`src/rtl/imem_loader_if.sv`:
```
// Loader-side bundle: start request, byte stream handshake, instruction-memory
// write port and load status. master = stream/boot controller, slave = loader.
interface imem_loader_if #(
  parameter int ADDR_W = 8
);
  logic              start;
  logic              rx_valid;
  logic [7:0]        rx_data;
  logic              rx_ready;
  logic              mem_we;
  logic [31:0]       mem_addr;
  logic [31:0]       mem_wdata;
  logic              busy;
  logic              done;
  logic              err;
  logic [ADDR_W:0]   word_cnt;

  modport master (
    output start, rx_valid, rx_data,
    input  rx_ready, mem_we, mem_addr, mem_wdata, busy, done, err, word_cnt
  );

  modport slave (
    input  start, rx_valid, rx_data,
    output rx_ready, mem_we, mem_addr, mem_wdata, busy, done, err, word_cnt
  );
endinterface

```
`src/rtl/imem_loader.sv`:
```
// Boot loader: length-prefixed little-endian byte stream -> 32-bit imem writes, mem_we one cycle after a word's 4th byte.
// Backpressure: rx_ready drops during WRITE/IDLE/DONE/ERR; rx_valid gaps stall with all state held, no timeout.
module imem_loader #(
  parameter int          ADDR_W    = 8,
  parameter logic [31:0] BASE_ADDR = 32'h0000_0000
) (
  input  logic        clk,
  input  logic        rst_n,
  imem_loader_if.slave bus
);
  localparam int DEPTH = 1 << ADDR_W;

  typedef enum logic [2:0] {
    IDLE  = 3'd0,
    LEN0  = 3'd1,
    LEN1  = 3'd2,
    DATA  = 3'd3,
    WRITE = 3'd4,
    DONE  = 3'd5,
    ERR   = 3'd6
  } state_t;

  state_t          state_q, state_d;
  logic [15:0]     len_q, len_d;
  logic [1:0]      idx_q, idx_d;
  logic [31:0]     buf_q, buf_d;
  logic [ADDR_W:0] cnt_q, cnt_d;

  logic            rx_ready;
  logic            hs;
  logic [15:0]     len_new;
  logic [ADDR_W:0] cnt_inc;

  logic            mem_we;
  logic [31:0]     mem_addr;
  logic [31:0]     mem_wdata;
  logic            busy;

  assign hs      = bus.rx_valid & rx_ready;
  assign len_new = {bus.rx_data, len_q[7:0]};
  assign cnt_inc = cnt_q + 1'b1;

  always_ff @(posedge clk or negedge rst_n) begin
    if (!rst_n) begin
      state_q <= IDLE;
      len_q   <= '0;
      idx_q   <= '0;
      buf_q   <= '0;
      cnt_q   <= '0;
    end else begin
      state_q <= state_d;
      len_q   <= len_d;
      idx_q   <= idx_d;
      buf_q   <= buf_d;
      cnt_q   <= cnt_d;
    end
  end

  always_comb begin
    state_d = state_q;
    len_d   = len_q;
    idx_d   = idx_q;
    buf_d   = buf_q;
    cnt_d   = cnt_q;

    case (state_q)
      IDLE, DONE, ERR: begin
        if (bus.start) begin
          state_d = LEN0;
          len_d   = '0;
          idx_d   = '0;
          cnt_d   = '0;
        end
      end
      LEN0: begin
        if (hs) begin
          len_d[7:0] = bus.rx_data;
          state_d    = LEN1;
        end
      end
      LEN1: begin
        if (hs) begin
          len_d = len_new;
          if (len_new == 16'd0 || {1'b0, len_new} > 17'(DEPTH)) begin
            state_d = ERR;
          end else begin
            state_d = DATA;
          end
        end
      end
      DATA: begin
        // Shifting in from the top leaves the first byte of the word in [7:0].
        if (hs) begin
          buf_d = {bus.rx_data, buf_q[31:8]};
          idx_d = idx_q + 2'd1;
          if (idx_q == 2'd3) begin
            state_d = WRITE;
          end
        end
      end
      WRITE: begin
        cnt_d = cnt_inc;
        if (16'(cnt_inc) == len_q) begin
          state_d = DONE;
        end else begin
          state_d = DATA;
        end
      end
      default: state_d = IDLE;
    endcase
  end

  always_comb begin
    rx_ready  = 1'b0;
    busy      = 1'b0;
    mem_we    = 1'b0;
    mem_addr  = '0;
    mem_wdata = '0;
    case (state_q)
      LEN0, LEN1, DATA: begin
        rx_ready = 1'b1;
        busy     = 1'b1;
      end
      WRITE: begin
        busy      = 1'b1;
        mem_we    = 1'b1;
        mem_addr  = BASE_ADDR + (32'(cnt_q) << 2);
        mem_wdata = buf_q;
      end
      default: ;
    endcase
  end

  assign bus.rx_ready  = rx_ready;
  assign bus.mem_we    = mem_we;
  assign bus.mem_addr  = mem_addr;
  assign bus.mem_wdata = mem_wdata;
  assign bus.busy      = busy;
  assign bus.done      = (state_q == DONE);
  assign bus.err       = (state_q == ERR);
  assign bus.word_cnt  = cnt_q;
endmodule
```
`src/flat_wrapper.sv`:
```
// flat-port wrapper written by rule: the top's interface ports become plain ports
module imem_loader_flat 
#(
  parameter int          ADDR_W    = 8,
  parameter logic [31:0] BASE_ADDR = 32'h0000_0000
)
  (clk, rst_n, bus_start, bus_rx_valid, bus_rx_data, bus_rx_ready, bus_mem_we, bus_mem_addr, bus_mem_wdata, bus_busy, bus_done, bus_err, bus_word_cnt);
  imem_loader_if #(.ADDR_W(ADDR_W)) bus_i ();
  input  logic clk;
  input  logic rst_n;
  input wire logic [$bits(bus_i.start)-1:0] bus_start;
  input wire logic [$bits(bus_i.rx_valid)-1:0] bus_rx_valid;
  input wire logic [$bits(bus_i.rx_data)-1:0] bus_rx_data;
  output wire logic [$bits(bus_i.rx_ready)-1:0] bus_rx_ready;
  output wire logic [$bits(bus_i.mem_we)-1:0] bus_mem_we;
  output wire logic [$bits(bus_i.mem_addr)-1:0] bus_mem_addr;
  output wire logic [$bits(bus_i.mem_wdata)-1:0] bus_mem_wdata;
  output wire logic [$bits(bus_i.busy)-1:0] bus_busy;
  output wire logic [$bits(bus_i.done)-1:0] bus_done;
  output wire logic [$bits(bus_i.err)-1:0] bus_err;
  output wire logic [$bits(bus_i.word_cnt)-1:0] bus_word_cnt;
  assign bus_i.start = bus_start;
  assign bus_i.rx_valid = bus_rx_valid;
  assign bus_i.rx_data = bus_rx_data;
  assign bus_rx_ready = bus_i.rx_ready;
  assign bus_mem_we = bus_i.mem_we;
  assign bus_mem_addr = bus_i.mem_addr;
  assign bus_mem_wdata = bus_i.mem_wdata;
  assign bus_busy = bus_i.busy;
  assign bus_done = bus_i.done;
  assign bus_err = bus_i.err;
  assign bus_word_cnt = bus_i.word_cnt;
  imem_loader #(.ADDR_W(ADDR_W), .BASE_ADDR(BASE_ADDR)) u_core (.clk(clk), .rst_n(rst_n), .bus(bus_i));
endmodule
```
`config.mk`:
```
export PLATFORM = sky130hd
export DESIGN_NAME = imem_loader_flat
export DESIGN_NICKNAME = d
export VERILOG_FILES = /design/src/rtl/imem_loader_if.sv /design/src/rtl/imem_loader.sv /design/src/flat_wrapper.sv
export SDC_FILE = /design/constraint.sdc
export NUM_CORES = 1
export LEC_CHECK = 0
export CORE_ASPECT_RATIO = 1.25
export CORE_MARGIN = 8
export CORE_UTILIZATION = 36
export DETAILED_ROUTE_END_ITERATION = 8
export GPL_TIMING_DRIVEN = 1
export SLEW_MARGIN = 10
export SYNTH_ARGS = -nofsm -noshare
export SYNTH_HDL_FRONTEND = slang
export SYNTH_SLANG_ARGS = --single-unit
```
`constraint.sdc`:
```
create_clock -name clk -period 2.5 [get_ports clk]
set_input_delay 0.5 -clock clk [delete_from_list [all_inputs] [get_ports clk]]
set_output_delay 0.5 -clock clk [all_outputs]
set_load 0.02 [all_outputs]
```
== Word-level counts from Yosys, hierarchy flattened ==
Cells that the tools add are included.

* Bits in registers: 62
* Bits in latches: 0
* RAM bits: 0
* Memory bits (read-only): 0
* Word-level logic and storage cells: 63
* Memories kept: 0

* Add/sub/neg operators: 2
* Multipliers: 0
* Div/mod/pow operators: 0
* $lt $le $gt $ge: 1
* Equality and inequality tests: 13
* Shift-type cells: 0
* Muxes and demuxes: 23
* Bitwise gates (word level): 2
* Reductions and logical operators: 16

{| class="wikitable"
|+ Operators by type and width
! operator !! number
|-
| two-way mux 16 bit || 2
|-
| two-way mux 32 bit || 1
|-
| case mux 8 bit (3 select lines) || 1
|-
| two-way mux 3 bit || 7
|-
| case mux 9 bit (2 select lines) || 1
|-
| == test 9 x 16 -> 1 bit || 1
|-
| > comparator 16 x 9 -> 1 bit (second input constant) || 1
|-
| zero test 16 bit || 1
|-
| case mux 8 bit (2 select lines) || 1
|-
| case mux 3 bit (5 select lines) || 1
|-
| two-way mux 11 bit || 1
|-
| adder 9 x 1 -> 9 bit (second input constant) || 1
|-
| == test 3 bit (second input constant) || 3
|-
| two-way mux 9 bit || 1
|-
| two-way mux 8 bit || 1
|-
| != test 2 x 1 -> 1 bit (second input constant) || 4
|-
| nonzero test 2 bit || 4
|-
| == test 3 x 2 -> 1 bit (second input constant) || 2
|-
| AND reduction 3 bit || 2
|-
| OR reduction 3 bit || 2
|-
| AND reduction 5 bit || 1
|-
| two-way mux 2 bit || 2
|-
| case mux 2 bit (2 select lines) || 1
|-
| AND reduction 2 bit || 2
|-
| other kinds (11) || 13
|}

== Longest topological paths before layout ==
Gate-level depths: netlist of run 1.

* Word-level depth: 6
* Mapped depth: 7
* Gate-level depth less buffers: 6

== Worst setup path before layout of run 1 ==
Ideal clock, no wire load.

* Path type: reg-to-output
* From: register u_core.state_q[0]
* To: output bus_mem_wdata[13]
* Data arrival time: 1.511 ns
* Slack: 0.489 ns
* Cell stages (with the launch flop): 7
* Buffers on the path: 3
* Cells stage by stage: dfrtp_1 > buf_6 > or3b_1 > inv_2 > buf_4 > buf_2 > and2_1

* Cells in the longest elaborated chain, start to end: 2

{| class="wikitable"
|+ Ends and longest elaborated chain
! item !! line !! source
|-
| start: declaration || imem_loader.sv:23 || <nowiki>state_t state_q, state_d;</nowiki>
|-
| start signal: assignment || imem_loader.sv:51 || <nowiki>state_q <= state_d;</nowiki>
|-
| == test 3 bit || imem_loader.sv:119 || <nowiki>case (state_q)</nowiki>
|-
| two-way mux 32 bit || imem_loader.sv:119 ||
|-
| end: declaration || flat_wrapper.sv:17 || <nowiki>output wire logic [$bits(bus_i.mem_wdata)-1:0] bus_mem_wdata;</nowiki>
|}

Every way passes these cells.

== Worst setup path after layout of run 1 ==
* From: register u_core.state_q[0]
* To: output bus_mem_wdata[28]

Same word-level chain as after synthesis.

==> reports/metrics.cfg, run 1 <==
[final_layout]
multi_input_area_um2 = 1802
final_cell_mix = dfrtp_1, nand2_1, and2_1, dlygate4sd2_1, o21ai_1
final_net_count = 433
area_growth_pct = 26.07
num-fill-cells = 929
final_layout_size_suffix_gt1_share_pct = 11.11
n_antenna_cell = 0
seqCellArea_um2 = 1551
layout.core_utilization_pct = 46.72
mostFrequentLayoutCell = dfrtp_1
instances_no_fill = 549

[placed_design]
hpwl_um = 6111
port_buffers = 66
gp_routability_congestion = 0.8253
dp_cells = 534
detailedPlace.worstSlack_ps = 170.8

[grt]
grt_antenna_before_repair = 0
grt_first_pass_wirelength_um = 14330
overflow = 0
pin_count_of_the_biggest_net_entering_global_routing = 63
grt_util_all_layers_pct = 13.10
number_of_global_route_vias_before_repair = 2764

[cts]
post_cts_resized = 42
postCtsHoldBufs = 0
clock_insertion_delay_worst_skew_ps = 320
clk_transition_reported_paths_ps = 60
clock_tree.root_cell = clkbuf_16
cts.htree.levels = 3
cts_made_buffers = 9
post_cts.repair.setup_buffers = 0
cts_sinks = 62
clockBufferDepth = 2
clock_tree_from_tritoncts = done

[detailed_routing]
antenna_violating_nets_post_route = 0
detail_route.iter0.violations = 93
wire_length_per_cell_um = 15.28
drt_first_pass_iters = 4
vias = 2647
wirelength_um = 8387
drc = 0
avgViaCountPerCell = 4.821

[synthesis]
mappedNetlistArea_um2 = 3561
seq_area_frac_synth_pct = 43.57
synth.avg_cell_area_um2 = 10.06
syn_inst = 354
synth_top_flop_cell = dfrtp_1
synth_seq_cells = 62
post_synth_edffs = 0
synth_async_sr_flop_share_pct = 100.0
synth.distinct_cells = 62
yosysWarningCount = 0

[flow_run]
maxCapViolCount = 0

[floorplan]
core_um2 = 9609
floorplan.rows = 40
dieWidth_um = 105.0
vertical_die_dimension_um = 127.2
io-pin-count = 90
initial_core_util_pct = 37.06
die_area_um2 = 13350

[worst_setup_path]
reg2reg_to = u_core.state_q[1]
critical_path.max_stage_delay_ps = 410
worst_path_max_delay_cell = or3b_1
r2r.worst_path.cells = 6
worstPathArrival_ps = 1890
timing.critical_path.from_type = flop
cp_cell_sequence = or3b_1, inv_2, buf_12, and2_1, dlygate4sd2_1
cpLargestDelayFamily = buffers and inverters
worst-endpoint-required_ps = 2000
timing.reg2reg.setup_slack_ps = 510
endpoint_kind = primary output
setup.worst_path.class = flop to primary output
worst-path-buf-inv = 3
startpoint_of_the_lowest_slack_register_to_register_path = u_core.bus.word_cnt[1]
crit_fanout = 43
cp.depth = 5

[power_and_ir_drop]
clock_share_of_power_pct = 23.1
switchingPower_w = 0.001817
p_int_w = 0.003071
p_sw_share_pct = 37.17
vdd_ir_drop_max_mv = 0.5523
power-per-cell-area_nw_per_um2 = 1089
total_leakage_power_nw = 2.161
share_seq_of_total_power_pct = 36.5
comb_power_share_pct = 40.4

[timing]
finalWorstSetupSlack_ps = 107.4
finalSetupTns_ps = 0
timing.clock.skew_ps = 8.533
max_slew_margin_pct = 62.66
maxClockFrequency_mhz = 418.0
setup_viol_count_final = 0
unrepaired_setup_endpoints_after_global_routing = false
total_count_of_hold_check_failures_in_the_final_report = 0
final-max-slew-violation-count = 0
final_min_period_over_clock_period_pct = 95.70
worstMarginPinSlew_ps = 557.7
period_needed_ps = 2393

[outcome]
outcome = finished clean

[min_path]
hp-class = primary input to async pin

[power groups by stage]
stage	Clock, W	Combinational, W	Sequential [W]
after global routing	0.00120	0.00220	0.00185
final	0.00113	0.00197	0.00178
after floorplan	0	0.00154	0.00170
after global placement	0	0.00201	0.00179
after CTS	0.00116	0.00201	0.00179
after detailed placement	0	0.00205	0.00181
[routing by layer]
metal,track usage [%],vias up,routed length [um]
li1,-,1304,-
met2,21.55,55,4176
met5,0,-,0
met1,15.46,1280,3635
met3,4.175,8,463
met4,5.303,0,112
[cell usage after synthesis, drive strengths merged (4+ instances only)]
cell type  instances  area (um2)
xor2               5       43.79
and3               4       26.28
nand3              6       42.54
buf               38       264.0
a31oi              4       25.02
mux2              34       386.6
nand3b             4       30.03
dfrtp             62        1551
nand2             44       165.2
xnor2              8       70.07
nor3               5       30.03
o31ai              5       42.54
nor4               7       58.81
o21ai             29       145.1
clkbuf             5       18.77
and2              43       270.3
nor2              10       37.54
nand2b             5       31.28
[worst register-to-register path, delay by kind of cell (launching register included)]
| family | cells | cell delay, ps |
|---|---|---|
| flip-flops | 1 | 460 |
| AO/OA/AOI/OAI | 3 | 780 |
| adder cells (fa/ha/maj) | 1 | 350 |
| AND/OR/NAND/NOR | 1 | 150 |
| XOR/XNOR | 1 | 140 |
[worst max path at each step]
| stage | start | endpoint | slack [ps] |
|---|---|---|---|
| floorplan | u_core.state_q[0] | bus_mem_wdata[13] | 490 |
| detailed placement | u_core.state_q[0] | bus_mem_wdata[26] | 170 |
| CTS | u_core.state_q[0] | bus_mem_wdata[26] | 80 |
| global route | u_core.state_q[0] | bus_mem_wdata[28] | 10 |
| global placement | u_core.state_q[0] | bus_mem_wdata[26] | 160 |
| finish | u_core.state_q[0] | bus_mem_wdata[28] | 110 |
[cells by family after synthesis]
group	Yosys count	share of synthesized area [%]
AOI/OAI and AO/OA	54	10.12
muxes	35	11.14
DFF	62	43.57
adders and majority gates	2	0.7026
other	1	0.1053
and+or+nand+nor	142	23.02
xor gates and xnor gates	13	3.197
buffers and inverters	45	8.152
[sequential cells by signal, indices dropped and copies added (netlist names)]
signal               cells
u_core.buf_q            32
u_core.len_q            16
u_core.bus.word_cnt      9
u_core.state_q           3
u_core.idx_q             2
[area by class of cell]
cell class	count	share of cell area, %
repair buffers	75	15.50
clock inverters	4	0.5017
flip-flops and latches	62	34.56
inverters	2	0.1672
clock buffers	11	5.630
multi-input cells	269	40.13
well taps	126	3.512
[stage by stage]
stage / instance area, um2 / total power (W) / hold slack, ps
final: 4489 / 0.004889 / 181.3
after global routing: 4489 / 0.005251 / 212.8
after CTS: 4489 / 0.004956 / 195.1
after detailed placement: 4267 / 0.003851 / 474.7
after global placement: 4267 / 0.003800 / 468.0
after floorplan: 3643 / 0.003241 / 204.4
No activity file was read; power rests on OpenSTA's default activity.
==> inputs of run 2 (changes only) <==
--- a/config.mk
+++ b/config.mk
@@ -6,8 +6,7 @@
 export NUM_CORES = 1
 export LEC_CHECK = 0
 export CORE_ASPECT_RATIO = 1.25
-export CORE_MARGIN = 8
-export CORE_UTILIZATION = 36
+export CORE_UTILIZATION = 30
 export DETAILED_ROUTE_END_ITERATION = 8
 export GPL_TIMING_DRIVEN = 1
 export SLEW_MARGIN = 10
==> run 2 against run 1 <==
Net effect:
- the flow now finishes with violations (DRC)
- utilization is 6.9 points lower
- global-route usage is 0.91 points higher
- sequential share of layout area is 1.0 points lower
- combinational power hardly changed
- count of clock-buffer cells in the layout is 2 lower
- sequential power hardly changed
- register-to-register slack worse by 20 ps
- critical path depth stayed put
- final cell count is 7.1% higher
- hold slack better by 18 ps
- largest cell class unchanged
==> reports/metrics.cfg, run 2 (same netlist as run 1, synthesis figures left out) <==
[outcome]
outcome = finished with violations  ; was finished clean
failing_checks = DRC

[grt]
number_of_global_route_vias_before_repair = 2588  ; was 2,764
grt_antenna_before_repair = 0  ; unchanged
pin_count_of_the_biggest_net_entering_global_routing = 37  ; was 63
overflow = 0  ; unchanged
grt_util_all_layers_pct = 14.01  ; was 13.10%
grt_first_pass_wirelength_um = 13320  ; was 14,330 um

[placed_design]
placed_area_um2 = 4320  ; was 4267 um2
dp_cells = 572  ; was 534
detailedPlace.worstSlack_ps = 98.51  ; was 170.8 ps
port_buffers = 66  ; unchanged
gp_routability_congestion = 0.8328  ; was 0.8253
hpwl_um = 5903  ; was 6111 um

[final_layout]
instances_no_fill = 588  ; was 549
final_layout_size_suffix_gt1_share_pct = 12.18  ; was 11.11%
largest-register = u_core.buf_q  ; unchanged
mostFrequentLayoutCell = dfrtp_1  ; unchanged
n_antenna_cell = 0  ; unchanged
largest_reg_flops = 32  ; unchanged
final_net_count = 436  ; was 433
num-fill-cells = 1171  ; was 929
final_cell_mix = dfrtp_1, nand2_1, and2_1, dlygate4sd2_1, o21ai_1  ; unchanged
fin_area_um2 = 4624  ; was 4489 um2
area_growth_pct = 29.87  ; was 26.07%

[worst_setup_path]
worst-endpoint-required_ps = 2000  ; about the same
startpoint_of_the_lowest_slack_register_to_register_path = u_core.bus.word_cnt[1]  ; unchanged
crit_fanout = 30  ; was 43
setup.worst_path.class = flop to primary output  ; unchanged
critPathLaunch = u_core.state_q[0]  ; unchanged
r2r.worst_path.cells = 5  ; was 6
cp-endpoint = bus_mem_wdata[28]  ; unchanged
timing.critical_path.from_type = flop  ; unchanged
reg2reg_to = u_core.state_q[1]  ; unchanged
endpoint_kind = primary output  ; unchanged
worstPathArrival_ps = 1910  ; was 1890 ps
timing.reg2reg.setup_slack_ps = 490  ; was 510 ps

[timing]
final-max-slew-violation-count = 0  ; unchanged
finalSetupTns_ps = 0  ; unchanged
finalWorstSetupSlack_ps = 90.52  ; was 107.4 ps
setup_viol_count_final = 0  ; unchanged
max_slew_margin_pct = 64.74  ; was 62.66%
timing.clock.skew_ps = 3.798  ; was 8.533 ps
whs_ps = 198.9  ; was 181.3 ps
maxClockFrequency_mhz = 415.0  ; was 418.0 MHz
final_min_period_over_clock_period_pct = 96.38  ; was 95.70%
period_needed_ps = 2409  ; was 2393 ps
total_count_of_hold_check_failures_in_the_final_report = 0  ; unchanged
worstMarginPinSlew_ps = 526.6  ; was 557.7 ps
unrepaired_setup_endpoints_after_global_routing = false  ; unchanged

[power_and_ir_drop]
power-per-cell-area_nw_per_um2 = 1126  ; was 1089 nW/um2
vdd_ir_drop_max_mv = 0.4601  ; was 0.5523 mV
total_leakage_power_nw = 2.161  ; about the same

[flow_run]
maxCapViolCount = 0  ; unchanged

[detailed_routing]
wire_length_per_cell_um = 14.07  ; was 15.28 um
drc = 1  ; was 0
vias = 2709  ; was 2,647
antenna_violating_nets_post_route = 0  ; unchanged
drt_first_pass_iters = 7  ; was 4
wirelength_um = 8272  ; was 8387 um
detail_route.iter0.violations = 108  ; was 93
avgViaCountPerCell = 4.607  ; was 4.821

[cts]
clock_tree_from_tritoncts = done  ; unchanged
clock_tree.root_cell = clkbuf_16  ; unchanged
clockBufferDepth = 2  ; unchanged
post_cts.repair.setup_buffers = 0  ; unchanged
clk_transition_reported_paths_ps = 60  ; about the same
cts_sinks = 62  ; unchanged
cts_made_buffers = 9  ; unchanged
cts.htree.levels = 3  ; unchanged
clock_insertion_delay_worst_skew_ps = 330  ; was 320 ps

[floorplan]
vertical_die_dimension_um = 123.8  ; was 127.2 um
dieWidth_um = 99.45  ; was 105.0 um
floorplan.rows = 44  ; was 40
core_um2 = 11620  ; was 9609 um2
initial_core_util_pct = 30.65  ; was 37.06%
die_area_um2 = 12310  ; was 13,350 um2
io-pin-count = 90  ; unchanged

[min_path]
hp-class = primary input to async pin  ; unchanged

[run 2: cell count changes in the layout (fill, tap and decap cells not counted), sizes merged]
cell,previous run,this run
inv,2,3
clkdlybuf4s15,0,10
clkbuf,11,10
bufinv,0,3
dlygate4sd2,42,31
clkinv,3,2
buf,10,13
[run 2: worst min path at each step]
| stage | start | end | slack [ps] | cells after the start |
|---|---|---|---|---|
| 3_3_place_gp | u_core.idx_q[0] | u_core.idx_q[0] | 470 | 1 |
| 4_1_cts | rst_n | u_core.buf_q[19] | 220 | 2 |
| 6_report | rst_n | u_core.buf_q[4] | 200 | 2 |
| 3_5_place_dp | u_core.buf_q[6] | u_core.buf_q[6] | 480 | 1 |
| 2_1_floorplan | rst_n | u_core.buf_q[0] | 200 | 0 |
| 5_1_grt | rst_n | u_core.buf_q[19] | 230 | 2 |
[run 2: per-stage QoR]
step / power (W) / util (%)
floorplan: 0.003241 / -
global placement: 0.003803 / 37.19
detailed placement: 0.003853 / 37.19
CTS: 0.005255 / 39.74
global route: 0.005572 / 39.81
finish: 0.005208 / 39.81
[run 2: worst max-delay path, stage by stage, from the launching register on]
cell	delay, ps
dfrtp_1	370
or3b_1	430
inv_4	140
buf_12	160
and2_1	120
dlygate4sd2_1	340
[run 2: layout make-up]
type	instances	area (um2)	area share (%)
multi-input combinational	269	1802	38.96
timing repair buffer	78	714.4	15.45
clock buffer	9	225.2	4.870
clock inverter	7	120.1	2.597
sequential	62	1551	33.55
inverter	2	10.01	0.2164
tap	161	201.4	4.356
[run 2: per-layer routing]
metal / share of wire (%) / global-route usage [%] / up-vias
met4: 1.8 / 4.779 / 0
met1: 45 / 17.68 / 1304
li1: - / - / 1313
met5: 0 / 0 / -
met2: 49 / 23.18 / 73
met3: 4.0 / 3.816 / 19
[run 2: power by group]
group	switching (W)	internal (W)
sequential	0.000349	0.00144
combinational	0.00106	0.000929
clock	0.000461	0.000976
total	0.00187	0.00334
[run 2: repair_timing]
item / in CTS / in global routing
endpoints found under the setup margin: 42 / 11
hold buffers: 0 / 0
gates resized for setup: 43 / 12
pin swaps: 0 / 0
endpoints found under the hold margin: 0 / 0
